**config.mk**
```make
export PLATFORM = sky130hd
export DESIGN_NAME = gate_selftest_seq
export DESIGN_NICKNAME = d
export VERILOG_FILES = /design/src/rtl/gate_selftest_seq.sv
export SDC_FILE = /design/constraint.sdc
export NUM_CORES = 1
export LEC_CHECK = 0
export CORE_MARGIN = 2
export CORE_UTILIZATION = 35
export CTS_CLUSTER_SIZE = 20
export DETAILED_ROUTE_END_ITERATION = 10
export SKIP_CTS_REPAIR_TIMING = 1
export SLEW_MARGIN = 20
export SYNTH_ARGS = -nofsm -noshare
export SYNTH_HDL_FRONTEND = slang
export SYNTH_SLANG_ARGS = --single-unit
```
**constraint.sdc**
```tcl
create_clock -name clk -period 2.1 [get_ports clk]
set_input_delay 0.315 -clock clk [delete_from_list [all_inputs] [get_ports clk]]
set_output_delay 0.315 -clock clk [all_outputs]
set_load 0.01 [all_outputs]
```
**src/rtl/gate_selftest_seq.sv**
```systemverilog
// Built-in self-test sequencer for a 2-input bitwise gate: walks the four
// {a,b} vectors, samples the gate after SETTLE cycles and scores it against a truth table.
module gate_selftest_seq #(
  parameter int WIDTH  = 1,
  parameter int SETTLE = 1
) (
  input  logic             clk,
  input  logic             resetN,
  input  logic             start,
  input  logic             abort,
  input  logic [3:0]       truthTable,
  output logic [WIDTH-1:0] dutA,
  output logic [WIDTH-1:0] dutB,
  input  logic [WIDTH-1:0] dutOut,
  output logic             busy,
  output logic             done,
  output logic             pass,
  output logic [2:0]       failCount,
  output logic [1:0]       firstFailIdx
);

  typedef enum logic [1:0] {
    S_IDLE,
    S_APPLY,
    S_CHECK,
    S_DONE
  } state_t;

  // Out-of-range SETTLE values are clamped into 1..255 so the counter never overruns.
  localparam int         SETTLE_CLAMP = (SETTLE < 1) ? 1 : ((SETTLE > 255) ? 255 : SETTLE);
  localparam logic [7:0] SETTLE_LAST  = 8'(SETTLE_CLAMP - 1);

  state_t     r_state;
  logic [1:0] r_idx;
  logic [7:0] r_cnt;
  logic [2:0] r_fail_cnt;
  logic [1:0] r_first_idx;
  logic [3:0] r_table;

  state_t     w_state_next;
  logic [1:0] w_idx_next;
  logic [7:0] w_cnt_next;
  logic [2:0] w_fail_cnt_next;
  logic [1:0] w_first_idx_next;
  logic [3:0] w_table_next;
  logic       w_vec_ok;
  logic       w_busy;

  // Case equality so any X/Z bit on the gate output scores as a failure.
  assign w_vec_ok = (dutOut === {WIDTH{r_table[r_idx]}});

  always_ff @(posedge clk or negedge resetN) begin
    if (!resetN) begin
      r_state     <= S_IDLE;
      r_idx       <= 2'd0;
      r_cnt       <= 8'd0;
      r_fail_cnt  <= 3'd0;
      r_first_idx <= 2'd0;
      r_table     <= 4'd0;
    end else begin
      r_state     <= w_state_next;
      r_idx       <= w_idx_next;
      r_cnt       <= w_cnt_next;
      r_fail_cnt  <= w_fail_cnt_next;
      r_first_idx <= w_first_idx_next;
      r_table     <= w_table_next;
    end
  end

  always_comb begin
    w_state_next     = r_state;
    w_idx_next       = r_idx;
    w_cnt_next       = r_cnt;
    w_fail_cnt_next  = r_fail_cnt;
    w_first_idx_next = r_first_idx;
    w_table_next     = r_table;

    case (r_state)
      S_IDLE, S_DONE: begin
        if (start) begin
          w_table_next     = truthTable;
          w_fail_cnt_next  = 3'd0;
          w_first_idx_next = 2'd0;
          w_idx_next       = 2'd0;
          w_cnt_next       = 8'd0;
          w_state_next     = S_APPLY;
        end
      end

      S_APPLY: begin
        if (abort) begin
          w_state_next     = S_IDLE;
          w_fail_cnt_next  = 3'd0;
          w_first_idx_next = 2'd0;
          w_idx_next       = 2'd0;
          w_cnt_next       = 8'd0;
        end else if (r_cnt == SETTLE_LAST) begin
          w_cnt_next   = 8'd0;
          w_state_next = S_CHECK;
        end else begin
          w_cnt_next = r_cnt + 8'd1;
        end
      end

      S_CHECK: begin
        // Abort discards the pending score update for this vector.
        if (abort) begin
          w_state_next     = S_IDLE;
          w_fail_cnt_next  = 3'd0;
          w_first_idx_next = 2'd0;
          w_idx_next       = 2'd0;
          w_cnt_next       = 8'd0;
        end else begin
          if (!w_vec_ok) begin
            w_fail_cnt_next = r_fail_cnt + 3'd1;
            if (r_fail_cnt == 3'd0) begin
              w_first_idx_next = r_idx;
            end
          end
          if (r_idx == 2'd3) begin
            w_state_next = S_DONE;
          end else begin
            w_idx_next   = r_idx + 2'd1;
            w_state_next = S_APPLY;
          end
        end
      end

      default: begin
        w_state_next = S_IDLE;
      end
    endcase
  end

  always_comb begin
    w_busy       = (r_state == S_APPLY) || (r_state == S_CHECK);
    busy         = w_busy;
    done         = (r_state == S_DONE);
    pass         = (r_state == S_DONE) && (r_fail_cnt == 3'd0);
    dutA         = '0;
    dutB         = '0;
    failCount    = r_fail_cnt;
    firstFailIdx = r_first_idx;
    if (w_busy) begin
      dutA = {WIDTH{r_idx[1]}};
      dutB = {WIDTH{r_idx[0]}};
    end
  end

endmodule

```
* Yosys cells after proc, flatten, opt, wreduce, memory -nomap -nowiden
Index checks and enable logic that the tools add are counted.
Storage, ports and cells: register bits after elaboration 21, bits of input ports 9, output and inout port bits 10, word-level logic and storage cells 63
Operators by class: add/subtract/negate cells 3, order comparisons 1, eq/ne operators 12, multiplexer cells 29, reductions and logical operators 12
Operator list (number):
- $mux W8 | 4
- $mux W2 | 12
- $pmux W8 S3 | 1
- $pmux W2 S3 | 3
- $mux W3 | 4
- $ne A3 B3 Y1 const B | 4
- $pmux W3 S3 | 1
- $add A8 B1 Y8 const B | 1
- $logic_not A8 Y1 | 1
- $eq A2 B2 Y1 const B | 3
- $ne A2 B2 Y1 const B | 3
- $reduce_and A2 Y1 | 3
- $reduce_and A3 Y1 | 2
- $reduce_and A4 Y1 | 1
- $add A3 B1 Y3 const B | 1
- $logic_not A3 Y1 | 1
- $lt A2 B3 Y1 const B | 1
- $mux W1 | 3
- $add A2 B1 Y2 const B | 1
- $bmux W1 S2 | 1
- $eq A2 B1 Y1 const B | 1
- $logic_not A2 Y1 | 1
- $reduce_or A2 Y1 | 1
- $eqx A1 B1 Y1 | 1
- 2 further kinds | 2

* Longest topological paths before layout
Gate-level depths: netlist of run 1.
depth in word-level cells 6, gate-level depth with buffers 7, depth with buffers taken out 6

* Worst setup path before layout of run 1
OpenSTA, ideal clock, no wires.
kind reg-to-reg, start point reg r_idx[0], end point reg r_first_idx[0] (netlist: firstFailIdx[0]), setup time 0.079 ns, arrival 1.715 ns, required time 2.021 ns, setup slack 0.306 ns, cell stages (with the launch flop) 5, path buffers 0, clock period less this slack 1.794 ns, cells stage by stage dfrtp_1 -> mux4_2 -> xnor2_2 -> a2111oi_4 -> mux2i_1
Between the ends: cells in the longest elaborated chain, start to end 5, elaborated cells between the ends (all ways) 9, classes of those cells eq/ne: 2; mux: 6; reduce/logical: 1
Ends and longest elaborated chain:
- from (decl) | RTL line 34 | logic [1:0] r_idx;
- from (signal assigned) | RTL line 62 | r_idx <= w_idx_next;
- $bmux W1 S2 | RTL line 50 | assign w_vec_ok = (dutOut === {WIDTH{r_table[r_idx]}});
- $mux W1 (implied by the code) | RTL line 50
- $eqx A1 B1 Y1 | RTL line 50
- $ne A3 B3 Y1 (no source line)
- $reduce_and A4 Y1 (no source line)
- to (signal assigned) | RTL line 65 | r_first_idx <= w_first_idx_next;
- to (decl) | RTL line 37 | logic [1:0] r_first_idx;
Several ways; a longest one is shown, not always the timed one. The select of a mux whose other input is x is not followed. A chain may end at the register's enable or synchronous reset.

* Worst setup path in the final report of run 1
start point reg r_idx[0], end point reg r_first_idx[1] (netlist: firstFailIdx[1])
Between the ends: cells in the longest elaborated chain, start to end 5
Ends and longest elaborated chain (RTL line):
- $bmux W1 S2 | 50
- $mux W1 (implied by the code) | 50
- $eqx A1 B1 Y1 | 50
- $ne A3 B3 Y1 (no source line)
- $reduce_and A4 Y1 (no source line)
Every way passes these cells. The select of a mux whose other input is x is not followed.

==> out/qor.csv, run 1 <==
stage;metric;value;unit
logic_synthesis;syn-cell-area;1202;um^2
cts;clockBufferDepth;2;
power;p_leak;0.7160;nW
placed_design;gp_congestion;0.8167;
grt;antenna_found_initial;0;
setup_path;crit_start;r_idx[0];
grt;overflow;0;
timing;fmax;514.7;MHz
grt;grt_use_met2;23.79;%
logic_synthesis;seq_area_frac_synth;43.70;%
run_status;status;complete, no violations;
cts;cts_tree;built;
grt;met3_usage;2.342;%
floorplan;die_y;62.61;um
final_layout;area_growth;27.68;%
timing;skew;0.007290;ns
final_layout;fillers;343;
placed_design;hpwl;1.859;mm
timing;final-setup-viol-count;0;
power;p_per_area;855.2;nW/um^2
logic_synthesis;synth.distinct_cells;31;
final_layout;seq_area;525.5;um^2
setup_path;critical_path_arrival;2.17;ns
final_layout;multi_input_area;638.1;um^2
grt;grt_max_degree;22;
grt;grt_pass1_vias;941;
grt;grt_first_pass_wirelength;4.326;mm
placed_design;placed_cell_area;1489;um^2
min_path;min_path_type;in -> async;
cts;cts.htree.levels;1;
logic_synthesis;synth-warning-count;0;
logic_synthesis;synth_seq_cells;21;
setup_path;reg2reg_from;r_idx[0];
timing;finalHoldViolations;0;
routing;wl;2.463;mm
floorplan;start_util;36.32;%
timing;worstMarginPinSlew;0.4871;ns
routing;drtAntennaViolNets;0;
routing;routedWlPerCell;12.76;um
routing;via_per_inst;4.772;
timing;report.final.slew_viol_count;0;
placed_design;pre_cts_ws;0.1632;ns
grt;busiest_layer;met2;
setup_path;crit_type;reg -> reg;
setup_path;crit_path_end_kind;flop;
cts;cts.clk_slew.worst_paths;0.12;ns
timing;finalWorstSetupSlack;0.1571;ns
cts;root_buffer;clkbuf_4;
final_layout;final_cell_area;1535;um^2
timing;period_share;92.52;%
logic_synthesis;syn_nets;135;
final_layout;diodes;0;
floorplan;core;3311;um^2
cts;cts_buffers;3;
timing;fin_crit;1.943;ns
floorplan;dieArea;3920;um^2
routing;drt_pass1_iterations;3;
routing;vias;921;
setup_path;cp.required;2.33;ns
final_layout;final_common_cell;dfrtp_1;
logic_synthesis;syn_avg_cell_area;10.19;um^2
final_layout;post_route_cells_drive_above_1_share;13.61;%
cts;clock_sink_count;21;
grt;gr-usage-met1;17.32;%
power;ir_drop;431.7;uV
floorplan;rows;21;
setup_path;worst-path-max-fanout;5;
cts;clock_latency;0.30;ns
logic_synthesis;synthCells;118;
routing;drt_iter0_drc;10;
timing;slew_headroom;67.19;%
setup_path;worstSetupStartpointType;flop;
final_layout;nets;165;
routing;route.detailed.drc;0;
floorplan;num_io_pins;19;
run;maxCapViolations;0;
final_layout;layout_common_cells;dfrtp_1 (21), clkdlybuf4s50_1 (14), nand2_1 (13);
grt;grt_usage;13.71;%
placed_design;port_buffers;18;
floorplan;die_x;62.61;um
timing;rsz0062_at_grt;no;
==> metal layers <==
layer	routed length, um	vias to the layer above
met3	60	2
met2	1222	10
met5	0	-
li1	-	470
met1	1167	439
met4	12	0
==> worst max-delay path, cell delays in order, from the launching register on <==
cell	delay, ns
dfrtp_1	0.45
mux4_2	0.56
xnor2_2	0.19
a2111oi_4	0.42
mux2i_1	0.24
==> cell usage after synthesis <==
| cell | count | area share [%] |
|---|---|---|
| a2111oi_4 | 1 | 2.3 |
| a21boi_0 | 1 | 0.62 |
| a21o_1 | 1 | 0.62 |
| a21oi_1 | 5 | 2.1 |
| a22o_1 | 1 | 0.73 |
| clkbuf_1 | 1 | 0.31 |
| dfrtp_1 | 21 | 44 |
| ha_1 | 8 | 8.3 |
| inv_1 | 10 | 3.1 |
| mux2_2 | 5 | 4.7 |
| mux2i_1 | 5 | 4.2 |
| mux4_2 | 1 | 1.9 |
| nand2_1 | 13 | 4.1 |
| nand2b_1 | 4 | 2.1 |
| nand3_1 | 4 | 1.7 |
| nand4_1 | 1 | 0.52 |
| nor2_1 | 5 | 1.6 |
| nor2b_1 | 4 | 2.1 |
| nor3_1 | 3 | 1.2 |
| nor3b_1 | 1 | 0.62 |
| nor4_1 | 1 | 0.52 |
| nor4b_1 | 2 | 1.5 |
| o21ai_0 | 9 | 3.7 |
| o21bai_1 | 1 | 0.62 |
| o31a_1 | 1 | 0.73 |
| o31ai_1 | 2 | 1.2 |
| or3_1 | 1 | 0.52 |
| or4_1 | 2 | 1.2 |
| xnor2_1 | 2 | 1.5 |
| xnor2_2 | 1 | 1.4 |
| xor2_1 | 1 | 0.73 |
==> stage by stage <==
stage,std cells,setup TNS [ns],hold WS (ns),util (%),power [mW]
6_report,193,0,0.3498,46.37,1.313
3_3_place_gp,188,0,0.4849,44.97,1.111
3_5_place_dp,188,0,0.4884,44.97,1.118
2_1_floorplan,118,0,0.01941,-,0.9135
5_1_grt,193,0,0.3653,46.37,1.425
4_1_cts,192,-0.1783,0.3582,45.77,1.318
==> layout make-up <==
class | count | share of cell area, %
Inverter | 10 | 2.445
Multi-Input combinational cell | 86 | 41.56
Clock buffer | 4 | 1.711
Tap cell | 46 | 3.749
Timing Repair Buffer | 26 | 16.30
Sequential cell | 21 | 34.23
==> sequential cells by signal, summed over array words and instances (netlist names) <==
signal,cells
r_table,4
firstFailIdx,2
failCount,3
r_cnt,8
r_idx,2
r_state,2
==> final timing paths <==
| kind | endpoint | slack [ns] | depth (start not counted) |
|---|---|---|---|
| worst max-delay path | firstFailIdx[1] | 0.16 | 4 |
| worst min register to register | r_table[3] | 0.52 | 1 |
| worst min-delay path | r_cnt[0] | 0.35 | 2 |
| max in group asynchronous | r_cnt[7] | 1.52 | 2 |
| min in group clk | r_table[3] | 0.52 | 1 |
| worst max register to register | firstFailIdx[1] | 0.16 | 4 |
==> report_power, final <==
part,leakage (nW),internal [mW],switching [mW]
Clock,0.0150,0.0740,0.121
Combinational,0.420,0.301,0.307
Sequential,0.281,0.467,0.0430
==> cell families (layout without fill, tap and decap cells) <==
group	Yosys count	in the layout	share of synthesized area, %
simple gates	41	41	17.59
compound gates	22	22	12.70
flops	21	21	43.70
mux	11	11	10.72
buf+inv	11	40	3.434
fa+ha+maj	8	8	8.325
xor+xnor	4	4	3.539
No activity file was read; power rests on OpenSTA's default activity.
==> inputs of run 2 (changes only) <==
--- a/config.mk
+++ b/config.mk
@@ -5,10 +5,13 @@
 export SDC_FILE = /design/constraint.sdc
 export NUM_CORES = 1
 export LEC_CHECK = 0
+export CELL_PAD_IN_SITES_DETAIL_PLACEMENT = 0
+export CELL_PAD_IN_SITES_GLOBAL_PLACEMENT = 1
 export CORE_MARGIN = 2
 export CORE_UTILIZATION = 35
 export CTS_CLUSTER_SIZE = 20
 export DETAILED_ROUTE_END_ITERATION = 10
+export PLACE_DENSITY_LB_ADDON = 0.1
 export SKIP_CTS_REPAIR_TIMING = 1
 export SLEW_MARGIN = 20
 export SYNTH_ARGS = -nofsm -noshare
==> run 2 against run 1 <==
Against the previous run: design area decreased by 0.98%; critical path depth did not move; register-to-register slack improved by 0.02 ns; via count down 0.22%; die area did not move; critical path type unchanged.
==> out/qor.csv, run 2 (synthesized netlist as in run 1, its figures left out) <==
stage;metric;value;unit
routing;routedWlPerCell;13.20;um
grt;grt_max_degree;22;
routing;route.detailed.drc;0;
cts;cts.htree.levels;1;
timing;finalHoldViolations;0;
floorplan;rows;21;
timing;fmax;521.3;MHz
timing;skew;0.005928;ns
final_layout;diodes;0;
cts;clock_sink_count;21;
final_layout;area_growth;26.43;%
setup_path;critical_path_arrival;2.15;ns
cts;root_buffer;clkbuf_4;
setup_path;crit_path_end_kind;flop;
timing;final-setup-viol-count;0;
timing;report.final.slew_viol_count;0;
cts;cts_buffers;3;
timing;period_share;91.34;%
power;ir_drop;409.9;uV
final_layout;largest_register_ffs;8;
routing;drt_pass1_iterations;4;
floorplan;die_x;62.61;um
final_layout;largest_register;r_cnt;
setup_path;worst-path-max-fanout;5;
grt;overflow;0;
floorplan;num_io_pins;19;
setup_path;crit_type;reg -> reg;
placed_design;port_buffers;18;
timing;worstMarginPinSlew;0.5672;ns
cts;clockBufferDepth;2;
final_layout;nets;163;
final_layout;fillers;334;
timing;fin_hold_ws;0.3395;ns
cts;cts.clk_slew.worst_paths;0.12;ns
run;maxCapViolations;0;
grt;grt_usage;14.08;%
setup_path;cp.required;2.33;ns
floorplan;start_util;36.32;%
timing;slew_headroom;61.79;%
routing;wl;2.521;mm
power;finalPower;1.286;mW
routing;via_per_inst;4.812;
floorplan;dieArea;3920;um^2
power;p_leak;0.7069;nW
cts;clock_latency;0.30;ns
placed_design;gp_congestion;0.7525;
final_layout;final_common_cell;dfrtp_1;
min_path;min_path_type;in -> async;
power;p_per_area;845.9;nW/um^2
final_layout;layout_common_cells;dfrtp_1 (21), clkdlybuf4s50_1 (14), nand2_1 (13);
routing;vias;919;
grt;antenna_found_initial;0;
setup_path;worstSetupStartpointType;flop;
run_status;status;complete, no violations;
floorplan;core;3311;um^2
routing;drtAntennaViolNets;0;
placed_design;hpwl;1.988;mm
timing;fin_crit;1.918;ns
final_layout;fin_util;45.92;%
cts;cts_tree;built;
routing;drt_iter0_drc;32;
final_layout;post_route_cells_drive_above_1_share;12.41;%
grt;grt_first_pass_wirelength;4.298;mm
grt;grt_pass1_vias;939;
floorplan;die_y;62.61;um
timing;rsz0062_at_grt;no;
-- run 2: where the power goes --
group	total, mW	internal [mW]	leakage (nW)	switching [mW]
sequential	0.509	0.467	0.281	0.0422
combinational	0.584	0.279	0.411	0.305
clock	0.193	0.0740	0.0150	0.119
-- run 2: per-stage QoR --
stage	setup slack, ns	setup TNS [ns]	instances	area (um^2)
6_report	0.1818	0	191	1520
5_1_grt	0.03937	0	191	1520
4_1_cts	-0.08347	-0.1990	191	1508
3_5_place_dp	0.1708	0	187	1481
3_3_place_gp	0.2142	0	187	1481
2_1_floorplan	0.3059	0	118	1202
-- run 2: final cells by class --
type	instances	area, um^2	share of cell area, %
inverters	10	37.54	2.469
clock buffers	4	26.28	1.728
flip-flops and latches	21	525.5	34.57
repair buffers	24	235.2	15.47
well taps	46	57.56	3.786
multi-input cells	86	638.1	41.98
-- run 2: metal layers --
metal,GRT usage (%),wire length (um),vias up
met5,0,0,-
met4,6.667,19,0
met3,2.342,83,2
met2,21.51,1146,13
met1,19.45,1272,435
li1,-,-,469
-- run 2: critical path, cell delays in order, from the launching register on --
cell and delay [ns]:
dfrtp_1 0.46, mux4_2 0.56, xnor2_2 0.19, a2111oi_4 0.42, mux2i_1 0.22
-- run 2: path summary, 6_finish.rpt --
check	start	end	slack (ns)	cells after the start
min in group clk	r_table[0]	r_table[0]	0.51	1
setup / recovery	r_idx[0]	firstFailIdx[0]	0.18	4
setup reg to reg	r_idx[0]	firstFailIdx[0]	0.18	4
max in group asynchronous	resetN	failCount[2]	1.53	2
hold / removal	resetN	r_cnt[2]	0.34	2
hold reg to reg	r_table[0]	r_table[0]	0.51	1
==> inputs of run 3 (changes only) <==
--- a/config.mk
+++ b/config.mk
@@ -9,10 +9,12 @@
 export CELL_PAD_IN_SITES_GLOBAL_PLACEMENT = 1
 export CORE_MARGIN = 2
 export CORE_UTILIZATION = 35
+export CTS_CLUSTER_DIAMETER = 150
 export CTS_CLUSTER_SIZE = 20
 export DETAILED_ROUTE_END_ITERATION = 10
 export PLACE_DENSITY_LB_ADDON = 0.1
 export SKIP_CTS_REPAIR_TIMING = 1
+export SKIP_LAST_GASP = 1
 export SLEW_MARGIN = 20
 export SYNTH_ARGS = -nofsm -noshare
 export SYNTH_HDL_FRONTEND = slang
==> run 3 against run 2 <==
Against the previous run: the flow now finishes with violations (setup timing); via count is the same; design area decreased by 0.16%; critical path depth unchanged; total power hardly changed; final cell count unchanged; wire length is the same; worst hold slack did not move; worst setup slack lost 0.21 ns; global-route usage unchanged; die area unchanged; combinational power hardly changed.
==> out/qor.csv, run 3 (synthesized netlist as in run 1, its figures left out) <==
stage;metric;value;unit
run_status;status;finished with violations;
run_status;violations;setup timing;
floorplan;rows;21;
timing;fin_tns_setup;-0.03127;ns
cts;clockBufferDepth;2;
grt;overflow;0;
setup_path;path_cells;inv_1 > ha_2 > nor2b_1 > clkdlybuf4s50_1;
cts;cts_buffers;3;
final_layout;diodes;0;
power;finalPower;1.286;mW
grt;grt_usage;14.08;%
grt;grt_first_pass_wirelength;4.298;mm
floorplan;die_y;62.61;um
cts;cts.htree.levels;1;
setup_path;critPathMaxStageDelay;0.56;ns
floorplan;num_io_pins;19;
setup_path;critical_path_arrival;1.82;ns
cts;clock_latency;0.30;ns
floorplan;start_util;36.32;%
placed_design;gp_congestion;0.7525;
grt;grt_max_degree;22;
power;ir_drop;409.9;uV
final_layout;area_growth;26.22;%
timing;rsz0062_at_grt;yes;
routing;routedWlPerCell;13.20;um
setup_path;crit_type;reg -> out;
final_layout;final_common_cell;dfrtp_1;
timing;finalHoldViolations;0;
floorplan;die_x;62.61;um
power;p_per_area;847.2;nW/um^2
placed_design;placed_cell_area;1481;um^2
routing;drtAntennaViolNets;0;
floorplan;dieArea;3920;um^2
placed_design;hpwl;1.988;mm
final_layout;post_route_cells_drive_above_1_share;12.41;%
floorplan;core;3311;um^2
routing;vias;919;
setup_path;worstSetupStartpointType;flop;
final_layout;nets;163;
timing;report.final.slew_viol_count;0;
routing;drt_pass1_iterations;4;
setup_path;worst-path-max-fanout;7;
cts;root_buffer;clkbuf_4;
timing;fin_crit;2.131;ns
routing;drt_iter0_drc;32;
run;maxCapViolations;0;
min_path;min_path_type;in -> async;
timing;period_share;101.5;%
timing;finalWorstSetupSlack;-0.03127;ns
setup_path;cpMaxStageDelayCell;clkdlybuf4s50_1;
timing;worstMarginPinSlew;0.5672;ns
timing;fin_hold_ws;0.3395;ns
cts;cts_tree;built;
routing;route.detailed.drc;0;
setup_path;crit_path_end_kind;output pin;
timing;slew_headroom;61.79;%
final_layout;layout_common_cells;dfrtp_1 (21), clkdlybuf4s50_1 (15), nand2_1 (13);
final_layout;largest_register_ffs;8;
grt;antenna_found_initial;0;
grt;grt_pass1_vias;939;
timing;skew;0.005923;ns
placed_design;port_buffers;18;
routing;via_per_inst;4.812;
setup_path;cp.required;1.78;ns
power;p_leak;0.6881;nW
routing;wl;2.521;mm
timing;fmax;469.2;MHz
timing;final-setup-viol-count;1;
final_layout;largest_register;r_cnt;
cts;cts.clk_slew.worst_paths;0.12;ns
cts;clock_sink_count;21;
final_layout;final_cell_area;1518;um^2
## run 3: layer usage
layer	vias up	global-route usage, %	part of all wire, %
met4	0	6.667	0.75
met5	-	0	0
met1	435	19.45	51
met2	13	21.51	45
met3	2	2.342	3.1
li1	469	-	-
## run 3: worst paths after layout
check                             endpoint  slack (ns)  depth (start not counted)       start
min reg2reg                     r_table[0]        0.51                          1  r_table[0]
min in group clk                r_table[0]        0.51                          1  r_table[0]
max reg2reg                firstFailIdx[0]        0.18                          4    r_idx[0]
max                                   dutA       -0.03                          4  r_state[0]
max in group asynchronous     failCount[2]        1.53                          2      resetN
min                               r_cnt[2]        0.34                          2      resetN
## run 3: cell type report
cell class / instances / area, um^2
Multi-Input combinational cell: 86 / 638.1
Timing Repair Buffer: 24 / 232.7
Inverter: 10 / 37.54
Sequential cell: 21 / 525.5
Fill cell: 335 / 1793
Clock buffer: 4 / 26.28
Tap cell: 46 / 57.56
## run 3: worst max-delay path, delay by kind of cell, from the launching register on
family / cells / cell delay [ns]
flip-flops: 1 / 0.42
AND/OR/NAND/NOR: 1 / 0.15
adder cells (fa/ha/maj): 1 / 0.31
buffers and inverters: 2 / 0.64
## run 3: stage by stage
step           util [%]  instances  worst slack, ns
5_1_grt           45.84        191          -0.1512
3_5_place_dp      44.75        187           0.1708
3_3_place_gp      44.75        187           0.2142
6_report          45.84        191         -0.03127
2_1_floorplan         -        118           0.3059
4_1_cts           45.54        191         -0.08347
## run 3: where the power goes
part	switching [mW]	leakage, nW	internal [mW]
Combinational	0.305	0.392	0.279
Clock	0.119	0.0150	0.0740
Sequential	0.0423	0.281	0.467
